## src/rtl/mix_columns_seq.sv

```systemverilog
// ---------------------------------------------------------------------------
// mix_columns_seq
//
// Sequential AES MixColumns engine. A 128-bit state is captured over a
// valid/ready handshake, then one result byte is produced per clock using a
// single shared xtime (GF(2^8) multiply-by-2) stage. After 16 bytes the
// result is presented on a valid/ready output port and held until taken.
//
// Ports:
//   clk        rising-edge clock
//   rst_n      asynchronous, active-low reset
//   in_valid   in_state is valid
//   in_ready   block can accept a state (high only while idle)
//   in_state   input state, byte i = in_state[127-8i -: 8]
//   out_valid  out_state holds a completed result
//   out_ready  consumer accepts out_state
//   out_state  MixColumns result, registered
//   busy       high while computing or holding a result
// ---------------------------------------------------------------------------
module mix_columns_seq (
  input  logic         clk,
  input  logic         rst_n,
  input  logic         in_valid,
  output logic         in_ready,
  input  logic [127:0] in_state,
  output logic         out_valid,
  input  logic         out_ready,
  output logic [127:0] out_state,
  output logic         busy
);

  typedef enum logic [1:0] {
    IDLE = 2'd0,
    RUN  = 2'd1,
    DONE = 2'd2
  } state_e;

  state_e     state_q;
  logic [3:0] cnt_q;
  logic [7:0] cap_q [16];
  logic [7:0] res_q [16];

  // Byte datapath: cnt_q selects column (cnt[3:2]) and row (cnt[1:0]); the
  // other three operands are the same column's bytes rotated by 1..3 rows.
  logic [1:0] col;
  logic [1:0] row1;
  logic [1:0] row2;
  logic [1:0] row3;
  logic [7:0] a0;
  logic [7:0] a1;
  logic [7:0] a2;
  logic [7:0] a3;
  logic [7:0] x_in;
  logic [7:0] x_out;
  logic [7:0] byte_d;

  assign col  = cnt_q[3:2];
  assign row1 = cnt_q[1:0] + 2'd1;
  assign row2 = cnt_q[1:0] + 2'd2;
  assign row3 = cnt_q[1:0] + 2'd3;

  assign a0 = cap_q[cnt_q];
  assign a1 = cap_q[{col, row1}];
  assign a2 = cap_q[{col, row2}];
  assign a3 = cap_q[{col, row3}];

  // 2*a0 ^ 3*a1 == xtime(a0 ^ a1) ^ a1, so one xtime covers both products.
  assign x_in   = a0 ^ a1;
  assign x_out  = {x_in[6:0], 1'b0} ^ (x_in[7] ? 8'h1B : 8'h00);
  assign byte_d = x_out ^ a1 ^ a2 ^ a3;

  // Control FSM with byte counter.
  always_ff @(posedge clk or negedge rst_n) begin
    if (!rst_n) begin
      state_q <= IDLE;
      cnt_q   <= 4'd0;
    end else begin
      case (state_q)
        IDLE: begin
          if (in_valid) begin
            state_q <= RUN;
            cnt_q   <= 4'd0;
          end
        end
        RUN: begin
          cnt_q <= cnt_q + 4'd1;
          if (cnt_q == 4'd15) begin
            state_q <= DONE;
          end
        end
        DONE: begin
          if (out_ready) begin
            state_q <= IDLE;
          end
        end
        default: begin
          state_q <= IDLE;
          cnt_q   <= 4'd0;
        end
      endcase
    end
  end

  // Input capture; only loaded on acceptance so later in_state changes are
  // invisible to the computation.
  always_ff @(posedge clk) begin
    if (state_q == IDLE && in_valid) begin
      for (int i = 0; i < 16; i++) begin
        cap_q[i] <= in_state[127-8*i -: 8];
      end
    end
  end

  // Result register, written one byte per RUN cycle.
  always_ff @(posedge clk or negedge rst_n) begin
    if (!rst_n) begin
      for (int i = 0; i < 16; i++) begin
        res_q[i] <= 8'h00;
      end
    end else if (state_q == RUN) begin
      res_q[cnt_q] <= byte_d;
    end
  end

  generate
    for (genvar gi = 0; gi < 16; gi++) begin : g_out
      assign out_state[127-8*gi -: 8] = res_q[gi];
    end
  endgenerate

  // Handshake flags decode the registered state only.
  assign in_ready  = (state_q == IDLE);
  assign out_valid = (state_q == DONE);
  assign busy      = (state_q == RUN) || (state_q == DONE);

endmodule
```

## config.mk

```make
export PLATFORM = sky130hd
export DESIGN_NAME = mix_columns_seq
export DESIGN_NICKNAME = d
export VERILOG_FILES = /design/src/rtl/mix_columns_seq.sv
export SDC_FILE = /design/constraint.sdc
export NUM_CORES = 1
export LEC_CHECK = 0
export BUFFER_PORTS_ARGS = -buffer_cell sky130_fd_sc_hd__buf_2
export CORE_ASPECT_RATIO = 0.75
export CORE_UTILIZATION = 35
export DETAILED_ROUTE_END_ITERATION = 10
export PLACE_DENSITY_LB_ADDON = 0.25
export SETUP_SLACK_MARGIN = 0.2
export SYNTH_ARGS = -nofsm -noshare
export SYNTH_HDL_FRONTEND = slang
export SYNTH_SLANG_ARGS = --single-unit
```

## constraint.sdc

```tcl
create_clock -name clk -period 3.9 [get_ports clk]
set_clock_uncertainty 0.1 [all_clocks]
set_input_delay 0.78 -clock clk [delete_from_list [all_inputs] [get_ports clk]]
set_output_delay 0.78 -clock clk [all_outputs]
set_load 0.01 [all_outputs]
```

==> results of run 1 <==
-- state kept, by name, summed over array words and instances, names as in the netlist --
signal,cells
cap_q,128
out_state,128
cnt_q,4
state_q,2
-- cell usage after synthesis, drive strengths merged, types with 2 or more instances --
library cell  instances
nand2b               10
o211ai                5
nand4                 2
clkinv                2
clkbuf               31
a221oi               12
and3                  4
or3                   4
a22o                  4
nor2                 13
a211oi                7
dfrtp               134
o21ai               143
o2bb2ai               2
a22oi                 7
mux4                 67
nand3                26
xor2                  7
inv                   6
a31oi                 2
buf                  46
a21oi                17
a32oi                 2
mux2                 37
xnor2                17
ha                    7
or2                   3
mux2i                55
xnor3                 2
o22a                  3
a2111oi               3
nor2b                 6
o221ai               10
nand3b                3
edfxtp              128
nor3                  6
o22ai                12
a221o                 2
nand2               159
and2                  7
a2bb2oi               2
-- cells by family after synthesis --
family	count (synthesis)	synth area share (%)
compound gates	243	11.9
xor+xnor	27	2.28
fa+ha+maj	7	0.660
buf+inv	85	3.68
flops	262	54.2
mux	159	19.1
simple gates	247	8.19
-- critical path, delay by kind of cell, from the launching register on --
kind	cells	cell delay, ns
buf+inv	5	1.28
xor+xnor	3	0.68
compound gates	2	0.64
flops	1	0.53
simple gates	1	0.14
-- repair_timing --
item	in CTS	in global routing
pin swaps	0	3
gates resized for setup	6	3
cloned	1	0
endpoints found under the setup margin	45	66
setup buffers	0	3
-- layer usage --
| metal | routed length, um | vias to the layer above | global-route usage [%] |
|---|---|---|---|
| met1 | 18900 | 4727 | 31.0 |
| met2 | 16700 | 347 | 29.3 |
| met5 | 0 | - | 0 |
| li1 | - | 4452 | - |
| met4 | 756 | 0 | 4.61 |
| met3 | 2580 | 50 | 3.92 |
-- cell usage in the layout, fill, tap and decap left out, types with 26 or more instances in the layout --
master     instances
buf_4             37
edfxtp_1         128
mux4_2            51
nand2_1          159
nand3_1           26
o21ai_0          123
clkbuf_16         29
mux2_2            37
mux2i_1           55
buf_2            261
dfrtp_1          132
-- power by group --
group	total, mW	internal (mW)	switching [mW]
clock	2.67	1.56	1.11
sequential	4.04	3.62	0.420
combinational	10.6	4.44	6.14
total	17.3	9.62	7.67
-- stage by stage --
step | area (um2) | util, % | setup TNS (ns) | worst slack [ns]
5_1_grt | 16300 | 43.7 | 0 | 0.265
3_3_place_gp | 15200 | 40.8 | 0 | 0.0430
3_5_place_dp | 15200 | 40.8 | -0.732 | -0.0718
6_report | 16300 | 43.7 | 0 | 0.353
4_1_cts | 16200 | 43.5 | 0 | 0.201
2_1_floorplan | 13300 | - | 0 | 0.182
-- cell type report --
cell class / count / area (um2)
fill: 3552 / 21000
sequential: 262 / 7200
multi-input combinational: 683 / 5690
timing repair buffer: 309 / 1820
clock buffer: 33 / 741
tap: 504 / 631
clock inverter: 18 / 181
inverter: 8 / 31.3
-- how the worst max path moves through the flow --
stage               startpoint        endpoint
CTS                   cnt_q[0]   out_state[64]
finish                cnt_q[3]   out_state[67]
detailed placement    cnt_q[0]   out_state[24]
global placement      cnt_q[0]  out_state[104]
global route          cnt_q[3]   out_state[67]
floorplan             cnt_q[1]   out_state[57]
==> results by group, run 1 <==
Clocking
  • CTS sink cnt: 262
  • H-tree levels: 1
  • Total CTS buffers: 28
  • # hold bufs at CTS: 0
  • CTS tree: yes
  • Clock Tree Buf Depth: 3
  • Clk Latency, worst-skew pair: 0.55 ns
  • Clock Pin Slew Worst Setup and Hold Paths: 0.06 ns
  • CTS root buf: clkbuf_16

Detailed routing
  • Via count: 9576
  • Avg Vias per Cell: 5.27
  • Drt pass-1 iters: 5
  • DRC Markers: 0
  • DRT iter0 DRCs: 921
  • DR WL/cell: about 21 um
  • Antenna viol nets, final: 0
  • WL final: 39000 um

Power and ir drop
  • PwrDens: 1060 mW/mm2
  • Pleak: approximately 7 nW
  • Final Total Pwr: 17.3 mW
  • Peak VDD IR: 1170 uV

STA
  • Worst hold slack: 0.215 ns
  • Max-slew headroom: 44.4%
  • Fin. Hold Viols: 0
  • Period minus WS final: about 3.5 ns
  • Post-route clock period utilization: around 90%
  • Fmax: 282 MHz
  • Final Max Slew Viols: 0
  • # setup viols final: 0
  • Worst Max-Slew Pin Slew: roughly 0.83 ns
  • RSZ-0062 raised after global routing: false

Worst setup path
  • CP max FO: 29
  • CP max stage delay: 0.53 ns
  • Cell mode on critical path: buf_4
  • Critical path capture point type: register
  • Reg2reg setup slack: 0.35 ns
  • Worst r2r src: cnt_q[3]
  • Crit path launch type: register
  • End of the worst register-to-register path: out_state[67]
  • Worst path arrival time: about 3.8 ns
  • Crit path cell chain: buf_4 > buf_4 > nor2b_1 > buf_4 > buf_4 > a221oi_1 > xnor2_1 > xnor2_1 > xnor2_2 > buf_4 > o21ai_0
  • Crit path max-delay cell type: dfrtp_1
  • Worst setup path category: register to register
  • Critical Path RT: 4.19 ns
  • Worst-case reg-to-reg path depth: 11

Floorplan
  • # IOs: between 200 and 300
  • Rows: 61
  • Die W: 227 um
  • Die height: 171 um
  • Core Box Area: 0.0372 mm2
  • Die area: 0.0387 mm2
  • Starting Density: 35.6%

Finish
  • Ratio of cells with drive above 1 in the final layout: 36.8%
  • Area Growth Syn to Fin: 22.7%
  • Final Non-Filler Cells: 1817
  • Layout Nets: 1431
  • Ant diodes: 0

Global routing
  • Total grt overflow: 0
  • Pin count of the biggest net entering global routing: 90
  • Vias in the first global route: roughly 9100
  • First-pass GRT wire length: 58300 um
  • Initial antenna violation count: 1
  • GR Util All Layers: between 20% and 30%

Synthesis
  • Mapped Area: 0.0133 mm2
  • Post-synth EDFFs: around 130
  • Top-area cell type share of the netlist area: 28.9%
  • Register bit count reported by yosys: 262
  • Seq/Total Area, Yosys: 54.2%
  • Post-Syn Area per Cell: 12.9 um2
  • Mapped Cells: 1030
  • Synth async-reset ratio: 51.1%
  • Post-synthesis cell type count: 70
  • Leading area contributor after synthesis: edfxtp_1
  • Top_reg_cell synth: dfrtp_1
  • Synth top area cells: edfxtp_1, dfrtp_1, mux4_2, o21ai_0, nand2_1
  • Synth Net Count: 1169
  • Synth warnings: 0

Placed design
  • PortBufs: around 260
  • RD Place Congestion: 0.874
  • Dpl hpwl: 28100 um
  • Dpl cells: 1762

Flow run
  • MaxCap Viol Count: 0

Run status
  • Status: finished clean

Worst hold path
  • HP Class: input pin to asynchronous set/reset pin
(Power assumes the default switching activity.)
==> run 2, diff against run 1 <==
Settings changed: CTS_BUF_LIST set to sky130_fd_sc_hd__clkbuf_8.
==> results by group, run 2 (synthesis gave the netlist of run 1 again) <==
Detailed routing
  • DR WL/cell: 21.3 um (-0.47%)
  • DRT iter0 DRCs: 833 (-9.6%)
  • Drt pass-1 iters: 8 (+3)
  • Avg Vias per Cell: 5.26 (-0.19%)
  • DRC Markers: 0 (unchanged)
  • Antenna viol nets, final: 0 (unchanged)
  • Via count: 9716 (+1.5%)
  • WL final: 39400 um (+1.2%)

Placed design
  • Worst slack at placement: -0.0718 ns (unchanged)
  • Dpl hpwl: 28100 um (unchanged)
  • RD Place Congestion: 0.874 (unchanged)
  • PortBufs: 262 (unchanged)

Worst setup path
  • CP max FO: 29 (unchanged)
  • Worst r2r src: cnt_q[3]
  • Worst setup path category: register to register
  • Reg2reg setup slack: 0.37 ns (about the same)
  • End of the worst register-to-register path: out_state[67]
  • Critical path capture point type: register
  • Worst-case reg-to-reg path depth: 11 (unchanged)
  • Crit path launch type: register
  • Worst path arrival time: 3.85 ns (about the same)
  • Critical Path RT: 4.22 ns (+0.03 ns)

Flow run
  • MaxCap Viol Count: 0 (unchanged)

Finish
  • Layout Nets: 1447 (+1.1%)
  • Ratio of cells with drive above 1 in the final layout: 37.4% (+0.59 points)
  • Most common cell after layout, fill and taps aside: buf_2
  • Fillers: 3569 (+0.48%)
  • Most frequent cells in the layout: buf_2, nand2_1, dfrtp_1
  • Ant diodes: 0 (unchanged)
  • Area Growth Syn to Fin: 22.6% (about the same)

Run status
  • Status: finished clean

Clocking
  • Clock Pin Slew Worst Setup and Hold Paths: 0.06 ns (about the same)
  • Clk Latency, worst-skew pair: 0.58 ns (+0.03 ns)
  • # hold bufs at CTS: 0 (unchanged)
  • CTS root buf: clkbuf_8
  • CTS sink cnt: 262 (unchanged)
  • Clock Tree Buf Depth: 3 (unchanged)
  • CTS tree: yes
  • Total CTS buffers: 44 (+57%)
  • H-tree levels: 2 (+1)

Floorplan
  • Rows: 61 (unchanged)
  • Starting Density: 35.6% (unchanged)
  • Die area: 0.0387 mm2 (unchanged)
  • Core Box Area: 0.0372 mm2 (unchanged)
  • Die W: 227 um (unchanged)
  • Die height: 171 um (unchanged)
  • # IOs: 263 (unchanged)

Power and ir drop
  • Peak VDD IR: 1180 uV (+0.90%)
  • Final Total Pwr: 17.2 mW (-0.58%)
  • Pleak: 6.87 nW (+0.91%)
  • PwrDens: 1060 mW/mm2 (-0.51%)

STA
  • Max-slew headroom: 44.1% (-0.30 points)
  • Post-route setup slack: 0.365 ns (+0.0121 ns)
  • Worst Max-Slew Pin Slew: 0.839 ns (+0.00455 ns)
  • RSZ-0062 raised after global routing: false
  • Post-route clock period utilization: 90.6% (-0.31 points)
  • Fin. Hold Viols: 0 (unchanged)
  • # setup viols final: 0 (unchanged)
  • Fmax: 283 MHz (+0.34%)
  • Period minus WS final: 3.53 ns (-0.0121 ns)
  • Final Max Slew Viols: 0 (unchanged)

Global routing
  • Total grt overflow: 0 (unchanged)
  • First-pass GRT wire length: 58900 um (+1.1%)
  • Vias in the first global route: 9316 (+2.3%)
  • GR Util All Layers: 20.5% (+0.29 points)
  • Pin count of the biggest net entering global routing: 90 (unchanged)
  • Initial antenna violation count: 1 (unchanged)

Worst hold path
  • HP Class: input pin to asynchronous set/reset pin
[run 2: cell types whose count changed in the layout (fill, tap and decap cells not counted), moves of 2 or more]
cell | previous run | this run
clkbuf_1 | 4 | 0
clkbuf_16 | 29 | 0
clkbuf_8 | 0 | 51
clkinv_1 | 5 | 9
clkinv_2 | 5 | 7
inv_1 | 6 | 17
[run 2: power by group]
part           internal (mW)  switching (mW)
sequential              3.62           0.424
combinational           4.43            6.18
clock                   1.39            1.14
total                   9.45            7.74
[run 2: per-stage QoR]
step                      instances  cell area [um2]  TNS, ns  util (%)  hold WS (ns)
final                          1847            16300        0      43.7         0.199
after global routing           1847            16300        0      43.7         0.234
after CTS                      1844            16200        0      43.5         0.189
after detailed placement       1762            15200   -0.732      40.8         0.364
after global placement         1762            15200        0      40.8         0.356
after floorplan                1030            13300        0         -         0.384
[run 2: worst max path at each step]
stage | start | end | depth (start not counted) | slack, ns
final | cnt_q[3] | out_state[67] | 11 | 0.37
after global routing | cnt_q[0] | out_state[64] | 11 | 0.20
after CTS | cnt_q[0] | out_state[100] | 10 | 0.21
after detailed placement | cnt_q[0] | out_state[24] | 10 | -0.07
after global placement | cnt_q[0] | out_state[104] | 8 | 0.04
after floorplan | cnt_q[1] | out_state[57] | 15 | 0.18
[run 2: repair_timing]
item	in CTS	in global routing
gates cloned	1	0
pin swaps	2	3
buffers inserted	0	3
gates resized for setup	6	3
endpoints found under the setup margin	48	68
[run 2: worst max-delay path, cell delays in order (launching register included)]
cell and delay (ns):
dfrtp_1 0.53, buf_4 0.39, buf_4 0.25, nor2b_1 0.14, buf_4 0.18, buf_4 0.18
a221oi_1 0.48, xnor2_1 0.23, xnor2_1 0.29, xnor2_2 0.15, buf_4 0.28, o21ai_0 0.14
[run 2: final cells by class]
class                      instances  area [um2]  area share [%]
inverter                           8        31.3           0.192
sequential                       262        7200            44.2
tap                              504         631            3.87
multi-input combinational        683        5690            35.0
clock buffer                      51         702            4.31
clock inverter                    30         206            1.27
timing repair buffer             309        1820            11.2
[run 2: per-layer routing]
| metal | vias to the layer above | GRT usage [%] | routed length [um] |
|---|---|---|---|
| li1 | 4500 | - | - |
| met1 | 4753 | 30.7 | 18700 |
| met2 | 397 | 29.7 | 16900 |
| met3 | 66 | 4.47 | 3000 |
| met4 | 0 | 5.61 | 771 |
| met5 | - | 0 | 0 |
==> run 3, diff against run 2 <==
Settings changed: CELL_PAD_IN_SITES_DETAIL_PLACEMENT set to 0, CELL_PAD_IN_SITES_GLOBAL_PLACEMENT set to 1, CORE_UTILIZATION 35 to 40.
==> results by group, run 3 (synthesis gave the netlist of run 1 again) <==
Placed design
  • Dpl cells: 1699 (-3.6%)
  • DP Area: 0.0151 mm2 (-0.64%)
  • PortBufs: 262 (unchanged)
  • RD Place Congestion: 0.848 (-3.0%)
  • Dpl hpwl: 27400 um (-2.7%)
  • Worst slack at placement: -0.106 ns (-0.0339 ns)

STA
  • Worst Max-Slew Pin Slew: 0.923 ns (+0.0841 ns)
  • Fmax: 280 MHz (-1.1%)
  • Max-slew headroom: 38.5% (-5.6 points)
  • Period minus WS final: 3.57 ns (+0.0392 ns)
  • Final Max Slew Viols: 0 (unchanged)
  • Fin. Hold Viols: 0 (unchanged)
  • Post-route clock period utilization: 91.6% (+1.0 points)
  • Setup TNS: 0 ns (unchanged)
  • # setup viols final: 0 (unchanged)
  • RSZ-0062 raised after global routing: true
  • Post-route setup slack: 0.326 ns (-0.0392 ns)
  • Worst hold slack: 0.169 ns (-0.0301 ns)

Worst setup path
  • Worst r2r src: cnt_q[0]
  • CP Capture Point: out_state[12]
  • Worst path arrival time: 3.95 ns (+0.10 ns)
  • Crit path launch type: register
  • Crit path cell chain: inv_1 > ha_2 > buf_4 > nand3_1 > o22a_1 > o2111ai_2 > xor2_2 > xor2_2 > xnor3_4 > o21ai_0
  • Crit. Startpoint: cnt_q[0]
  • Critical Path RT: 4.28 ns (+0.06 ns)
  • CP max stage delay: 0.57 ns (+0.04 ns)
  • Reg2reg setup slack: 0.33 ns (-0.04 ns)
  • Worst Path Buf+Inv: 2 (-3)
  • Delay-heaviest family, CP: XOR/XNOR gates
  • CP max FO: 16 (-45%)
  • End of the worst register-to-register path: out_state[12]
  • Crit path max-delay cell type: xnor3_4
  • Worst setup path category: register to register
  • Worst-case reg-to-reg path depth: 10 (-1)
  • Cell mode on critical path: xor2_2
  • Critical path capture point type: register
  • Crit path depth: 10 (-1)

Finish
  • Reg area: 0.00720 mm2 (about the same)
  • Multi-input logic area: 0.00570 mm2 (about the same)
  • Ratio of cells with drive above 1 in the final layout: 37.2% (-0.21 points)
  • Area Growth Syn to Fin: 20.9%
  • Most common cell after layout, fill and taps aside: buf_2
  • Layout Nets: 1445 (-0.14%)
  • Fillers: 3031 (-15%)
  • Final Non-Filler Cells: 1780 (-3.6%)
  • Fin util: 49.4% (+5.7 points)
  • Most frequent cells in the layout: buf_2, nand2_1, dfrtp_1
  • Cell area after layout: 0.0161 mm2 (-1.4%)

Power and ir drop
  • Pleak: 6.79 nW (-1.2%)
  • Switch Pwr: 7.64 mW (-1.3%)
  • Net Sw Frac: 47.2% (+2.2 points)
  • Comb power frac: 61.2% (-0.5 points)
  • Clock power frac: 13.8% (-0.9 points)
  • Power Internal: 8.55 mW (-9.5%)
  • Sequential share of power: 24.9% (+1.4 points)
  • PwrDens: 1010 mW/mm2 (-4.5%)
  • Peak VDD IR: 1320 uV (+11%)
  • Final Total Pwr: 16.2 mW (-5.8%)

Global routing
  • Vias in the first global route: 9365 (+0.53%)
  • GR Util All Layers: 23.1% (+2.5 points)
  • Pin count of the biggest net entering global routing: 98 (+8.9%)
  • Total grt overflow: 0 (unchanged)
  • Initial antenna violation count: 1 (unchanged)
  • First-pass GRT wire length: 58800 um (-0.25%)

Clocking
  • CTS root buf: clkbuf_8
  • CTS sink cnt: 262 (unchanged)
  • CTS tree: yes
  • Clock Tree Buf Depth: 3 (unchanged)
  • Total CTS buffers: 43 (-2.3%)
  • Clk Latency, worst-skew pair: 0.59 ns (about the same)
  • Clock Pin Slew Worst Setup and Hold Paths: 0.06 ns (about the same)
  • H-tree levels: 2 (unchanged)
  • # hold bufs at CTS: 0 (unchanged)

Detailed routing
  • WL final: 38800 um (-1.6%)
  • Via count: 9564 (-1.6%)
  • Avg Vias per Cell: 5.37 (+2.1%)
  • Antenna viol nets, final: 0 (unchanged)
  • DRT iter0 DRCs: 907 (+8.9%)
  • Drt pass-1 iters: 5 (-3)
  • DR WL/cell: 21.8 um (+2.1%)
  • DRC Markers: 0 (unchanged)

Flow run
  • MaxCap Viol Count: 0 (unchanged)

Floorplan
  • Die area: 0.0339 mm2 (-12%)
  • Core Box Area: 0.0325 mm2 (-13%)
  • Rows: 57 (-6.6%)
  • Die W: 212 um (-6.4%)
  • # IOs: 263 (unchanged)
  • Die height: 160 um (-6.4%)
  • Starting Density: 40.8% (+5.2 points)

Worst hold path
  • HP Class: input pin to asynchronous set/reset pin

Run status
  • Status: finished clean
run 3: how the worst min path moves through the flow:
stage	end	cells past startpoint	startpoint
CTS	out_state[116]	1	rst_n
finish	out_state[13]	1	rst_n
detailed placement	out_state[20]	2	out_state[20]
global route	out_state[14]	1	rst_n
floorplan	cnt_q[0]	0	rst_n
global placement	out_state[4]	2	out_state[4]
run 3: metal layers:
metal	vias to the layer above	share of wire, %	global-route usage (%)
met4	0	1.9	6.28
met1	4705	49	36.1
met5	-	0	0
met3	54	6.7	4.78
met2	336	42	32.1
li1	4469	-	-
run 3: final cells by class:
| class | instances | area share (%) |
|---|---|---|
| sequential | 262 | 44.9 |
| multi-input combinational | 683 | 35.5 |
| inverter | 8 | 0.203 |
| timing repair buffer | 308 | 11.2 |
| clock buffer | 47 | 4.03 |
| tap | 442 | 3.44 |
| clock inverter | 29 | 0.810 |
| antenna | 1 | 0.0156 |
run 3: worst register-to-register path, cell delays in order (launching register included):
cell and delay [ns]:
dfrtp_4 0.46, inv_1 0.07, ha_2 0.42, buf_4 0.24, nand3_1 0.27, o22a_1 0.27, o2111ai_2 0.13, xor2_2 0.39
xor2_2 0.33, xnor3_4 0.57, o21ai_0 0.25
run 3: power by group through the flow:
stage	Combinational, mW	Clock, mW	Sequential [mW]
after floorplan	5.75	0	4.13
after global placement	8.84	0	4.06
after detailed placement	8.96	0	4.07
after CTS	9.48	2.32	4.03
after global routing	10.6	2.44	4.12
final	9.91	2.24	4.04
run 3: timing repair:
item                       4_1_cts  5_1_grt
pin swaps                        0        3
cloned                           0        1
resized for setup                9        8
buffers inserted                 0        3
setup endpoints to repair       64       69
